## src/rtl/regfile_wr_arbiter.sv

```systemverilog
// Round-robin arbiter sharing the register-file write port among N_REQ sources.
// One-cycle registered output (D/En/Wr_addr); Hold or reset forces all Req_ready low.
module regfile_wr_arbiter #(
  parameter int N_REQ    = 3,
  parameter bit ZERO_REG = 1'b1
) (
  input  logic                  Clk,
  input  logic                  Clrn,
  input  logic [N_REQ-1:0]      Req_valid,
  input  logic [5*N_REQ-1:0]    Req_addr,
  input  logic [32*N_REQ-1:0]   Req_data,
  output logic [N_REQ-1:0]      Req_ready,
  input  logic                  Hold,
  output logic [31:0]           D,
  output logic [31:0]           En,
  output logic                  Wr_valid,
  output logic [4:0]            Wr_addr
);

  localparam int PW = (N_REQ > 1) ? $clog2(N_REQ) : 1;

  logic [PW-1:0] ptr_q, ptr_d;
  logic          wr_valid_q, wr_valid_d;
  logic [4:0]    wr_addr_q, wr_addr_d;
  logic [31:0]   d_q, d_d;
  logic [31:0]   en_q, en_d;

  logic             found;
  logic [N_REQ-1:0] gnt_oh;
  logic [PW-1:0]    gnt_idx;
  logic [PW-1:0]    gnt_next;
  logic             xfer;
  logic [4:0]       sel_addr;
  logic [31:0]      sel_data;

  // Scan priority slots ptr, ptr+1, ... and take the first valid requester.
  always_comb begin
    found   = 1'b0;
    gnt_oh  = '0;
    gnt_idx = '0;
    for (int k = 0; k < N_REQ; k++) begin
      for (int i = 0; i < N_REQ; i++) begin
        if (!found && Req_valid[i] &&
            ((int'(ptr_q) + k == i) || (int'(ptr_q) + k == i + N_REQ))) begin
          found     = 1'b1;
          gnt_oh[i] = 1'b1;
          gnt_idx   = PW'(i);
        end
      end
    end
  end

  assign Req_ready = (Clrn && !Hold) ? gnt_oh : '0;
  assign xfer      = |Req_ready;
  assign gnt_next  = (gnt_idx == PW'(N_REQ - 1)) ? '0 : gnt_idx + PW'(1);

  always_comb begin
    sel_addr = '0;
    sel_data = '0;
    for (int i = 0; i < N_REQ; i++) begin
      if (gnt_oh[i]) begin
        sel_addr = Req_addr[5*i +: 5];
        sel_data = Req_data[32*i +: 32];
      end
    end
  end

  always_comb begin
    ptr_d      = ptr_q;
    wr_valid_d = xfer;
    wr_addr_d  = wr_addr_q;
    d_d        = d_q;
    en_d       = '0;
    if (xfer) begin
      ptr_d     = gnt_next;
      wr_addr_d = sel_addr;
      d_d       = sel_data;
      // r0 writes still show as valid on Wr_valid but never reach the array.
      if (!(ZERO_REG && (sel_addr == 5'd0))) begin
        en_d = 32'd1 << sel_addr;
      end
    end
  end

  always_ff @(posedge Clk) begin
    if (!Clrn) begin
      ptr_q      <= '0;
      wr_valid_q <= 1'b0;
      wr_addr_q  <= '0;
      d_q        <= '0;
      en_q       <= '0;
    end else begin
      ptr_q      <= ptr_d;
      wr_valid_q <= wr_valid_d;
      wr_addr_q  <= wr_addr_d;
      d_q        <= d_d;
      en_q       <= en_d;
    end
  end

  assign D        = d_q;
  assign En       = en_q;
  assign Wr_valid = wr_valid_q;
  assign Wr_addr  = wr_addr_q;

endmodule
```

## config.mk

```make
export PLATFORM = sky130hd
export DESIGN_NAME = regfile_wr_arbiter
export DESIGN_NICKNAME = d
export VERILOG_FILES = /design/src/rtl/regfile_wr_arbiter.sv
export SDC_FILE = /design/constraint.sdc
export NUM_CORES = 1
export LEC_CHECK = 0
export ABC_CLOCK_PERIOD_IN_PS = 3480
export CORE_MARGIN = 10
export CORE_UTILIZATION = 53
export DETAILED_ROUTE_END_ITERATION = 10
export DONT_BUFFER_PORTS = 1
export HOLD_SLACK_MARGIN = 0.06
export PLACE_DENSITY = 0.68
export REMOVE_ABC_BUFFERS = 1
export SETUP_SLACK_MARGIN = 0.1
export SLEW_MARGIN = 5
export SYNTH_ARGS = -nofsm -noshare
export SYNTH_HDL_FRONTEND = slang
export SYNTH_SLANG_ARGS = --single-unit
```

## constraint.sdc

```tcl
create_clock -name Clk -period 3.48 [get_ports Clk]
set_input_delay 0.696 -clock Clk [delete_from_list [all_inputs] [get_ports Clk]]
set_output_delay 0.696 -clock Clk [all_outputs]
set_load 0.05 [all_outputs]
```

==> flow_summary.yaml <==
floorplan:
  die_area_um2: 8640
  core_area_um2: 5140
  start_util: 0.549
  ios: 190
  fp.dieH_um: 93.0
  fp-row-count: 26
  die_w_um: 93.0
synth:
  syn-instance-count: 296
  syn_area_um2: 2820
  syn_area_per_cell_um2: 9.53
  yosysSeqAreaShare: 0.511
  ys.flop_type: "dfxtp_1"
  async_flop_share: 0
  synth_edf_count: 0
  synth_cell_types: 35
  synth_warnings: 0
  yosys_register_bits: 72
power_and_ir_drop:
  clkPwrFrac: 0.370
  pwr-share-seq: 0.491
  swShare: 0.323
  peakVddDrop_mv: 0.364
  total_power_w: 0.00221
  internal_power_w: 0.00149
  p_sw_w: 0.000713
  leakage_nw: 1.07
  power_frac_comb: 0.139
  p_per_area_nw_per_um2: 706
grt:
  grt_first_pass_wirelength_mm: 14.1
  grt_overflow_total: 0
  grt_usage: 0.207
  grt_pass1_vias: 2487
  grt_max_degree: 56
  grt_antenna_before_repair: 0
sta:
  slew_headroom: 0.549
  rsz0062_at_grt: "false"
  layout_min_cycle_time_ns: 2.78
  clock.fmax_mhz: 360
  finalCritPeriodShare: 0.798
  slew_violations: 0
  final.setup_skew_ns: 0.00846
  setup-violations-final: 0
  hold_viol_final: 0
  worstMarginPinSlew_ns: 0.677
  tns_ns: 0
clock_tree:
  cts_root_buf: "clkbuf_8"
  cts_tree: "built"
  insertion_delay_ns: 0.35
  numCtsBuffers: 9
  cts_sinks: 72
  post_cts_resized: 0
  clk_path_buf_depth: 2
  cts_setup_buffers: 0
  cts.htree.levels: 3
  hold_buffers: 0
  cts.clk_slew.worst_paths_ns: 0.07
critical_path:
  path_max_fanout: 15
  setup.worst_path.start: "ptr_q[0]$_SDFFE_PN0P_"
  r2r_setup_slack_ns: 0.70
  crit_arrival_ns: 3.00
  critPathSlowestCell: "a222oi_1"
  slowest_delay_ns: 0.67
  path_cells: "inv_1 -> ha_1 -> or2_2 -> a32o_1 -> a222oi_1 -> nand2b_2 -> nor3_1"
  ff2ff_path_depth: 7
  path_delay_family: "compound AO/OA/AOI/OAI gates"
  timing.rr.start: "ptr_q[0]$_SDFFE_PN0P_"
  required_ns: 3.70
  cp-end-kind: "flop"
  crit_buf_inv: 1
  crit_cells: 7
  crit_path_start_kind: "flop"
  critical_path_class: "reg -> reg"
final_layout:
  multi_input_area_um2: 1230
  fillerInstances: 471
  drive_gt1_frac: 0.119
  seq_area_um2: 1440
  layout.nets: 407
  area_delta_synth_final_pct: 10.7
  diodes: 0
min_path:
  min-delay-start: "ptr_q[0]$_SDFFE_PN0P_"
  worstHoldPathType: "reg -> reg"
  worstHoldPathCells: 2
placement:
  hpwl_mm: 7.05
  place_congestion: 0.833
  port_buffers: 0
drt:
  viasPerCell: 6.71
  wl_per_cell_um: 25.5
  drtIter0Drc: 252
  ant_nets: 0
  first_pass_iters: 11
  remaining_drc_errors: 0
  num_vias: 2437
  wl_mm: 9.24
job:
  maxCapViolCount: 0
run_status:
  status: "completed"
-- sequential cells by signal (all words and copies together) (netlist names) --
register / count
D: 32
ptr_q: 2
Wr_valid: 1
En: 32
Wr_addr: 5
-- power groups by stage --
stage	clock [W]	sequential, W	combinational (W)
global placement	0	0.00110	0.000294
finish	0.000815	0.00108	0.000307
detailed placement	0	0.00110	0.000302
CTS	0.000828	0.00109	0.000302
floorplan	0	0.00109	0.000218
global route	0.000863	0.00109	0.000342
-- Yosys cell counts, types with 3 or more instances --
master | n | share of area
nand2b_1 | 3 | 0.0067
nor3_1 | 30 | 0.053
a222oi_1 | 36 | 0.13
clkbuf_1 | 21 | 0.028
nand3b_1 | 5 | 0.013
inv_1 | 5 | 0.0067
o21ai_0 | 36 | 0.064
a32o_1 | 3 | 0.011
buf_2 | 5 | 0.0089
nor2_1 | 4 | 0.0053
nand2_1 | 7 | 0.0093
nand3_1 | 37 | 0.066
dfxtp_1 | 72 | 0.51
-- layer usage --
metal	track usage	up-vias	wire (µm)
met3	0.110	15	1360
met5	0	-	0
met1	0.234	1120	3420
met2	0.319	160	4300
met4	0.0887	0	162
li1	-	1142	-
-- worst paths after layout --
| path | endpoint |
|---|---|
| max reg2reg | En[6]$_SDFF_PP0_ |
| min | ptr_q[0]$_SDFFE_PN0P_ |
| min reg2reg | ptr_q[0]$_SDFFE_PN0P_ |
| max | En[6]$_SDFF_PP0_ |
-- worst reg2reg max path: stages, from the launching register on --
cell	delay, ns
dfxtp_1	0.35
inv_1	0.05
ha_1	0.35
or2_2	0.31
a32o_1	0.42
a222oi_1	0.67
nand2b_2	0.43
nor3_1	0.09
-- cell families after synthesis --
logic type                 after synthesis  share of synthesized area
DFF                                     72                      0.511
muxes                                    2                    0.00754
buffers and inverters                   35                     0.0541
adders and majority gates                2                    0.00887
other                                    1                    0.00133
and+or+nand+nor                         99                      0.185
AOI/OAI and AO/OA                       85                      0.232
-- metrics by stage --
step           utilization  cells  worst slack (ns)  hold WS, ns  instance area (µm²)
2_1_floorplan            -    266             0.501        0.452                 2690
3_3_place_gp         0.558    347             0.785        0.467                 2870
3_5_place_dp         0.558    347             0.750        0.469                 2870
4_1_cts              0.608    363             0.728        0.479                 3120
5_1_grt              0.608    363             0.480        0.495                 3120
6_report             0.608    363             0.702        0.476                 3120
-- area by class of cell --
| cell class | instances | area share |
|---|---|---|
| inverters | 5 | 0.00601 |
| well taps | 70 | 0.0280 |
| multi-input cells | 189 | 0.393 |
| flip-flops and latches | 72 | 0.462 |
| repair buffers | 11 | 0.0304 |
| clock buffers | 10 | 0.0441 |
| clock inverters | 6 | 0.0369 |
-- layout by cell type (no fill, tap or decap), drive strengths merged --
cell type,synthesis,routed
dfxtp,72,72
o21ai,36,36
o22ai,2,2
conb,1,1
or3,1,1
mux2i,1,1
ha,2,2
nand2b,4,4
buf,9,11
nor2b,2,2
a31o,2,2
a222oi,36,36
nand3b,5,5
bufinv,0,3
a32o,3,3
or3b,2,2
nor2,4,4
a32oi,2,2
nand3,37,37
o211ai,1,1
nor4,2,2
clkbuf,21,10
clkinv,0,1
and2,1,1
or2,3,3
nand2,8,8
o2111a,1,1
mux2,1,1
o21ba,1,1
clkinvlp,0,1
inv,5,6
nor3,30,30
o2111ai,1,1
No activity file was read; power rests on OpenSTA's default activity.
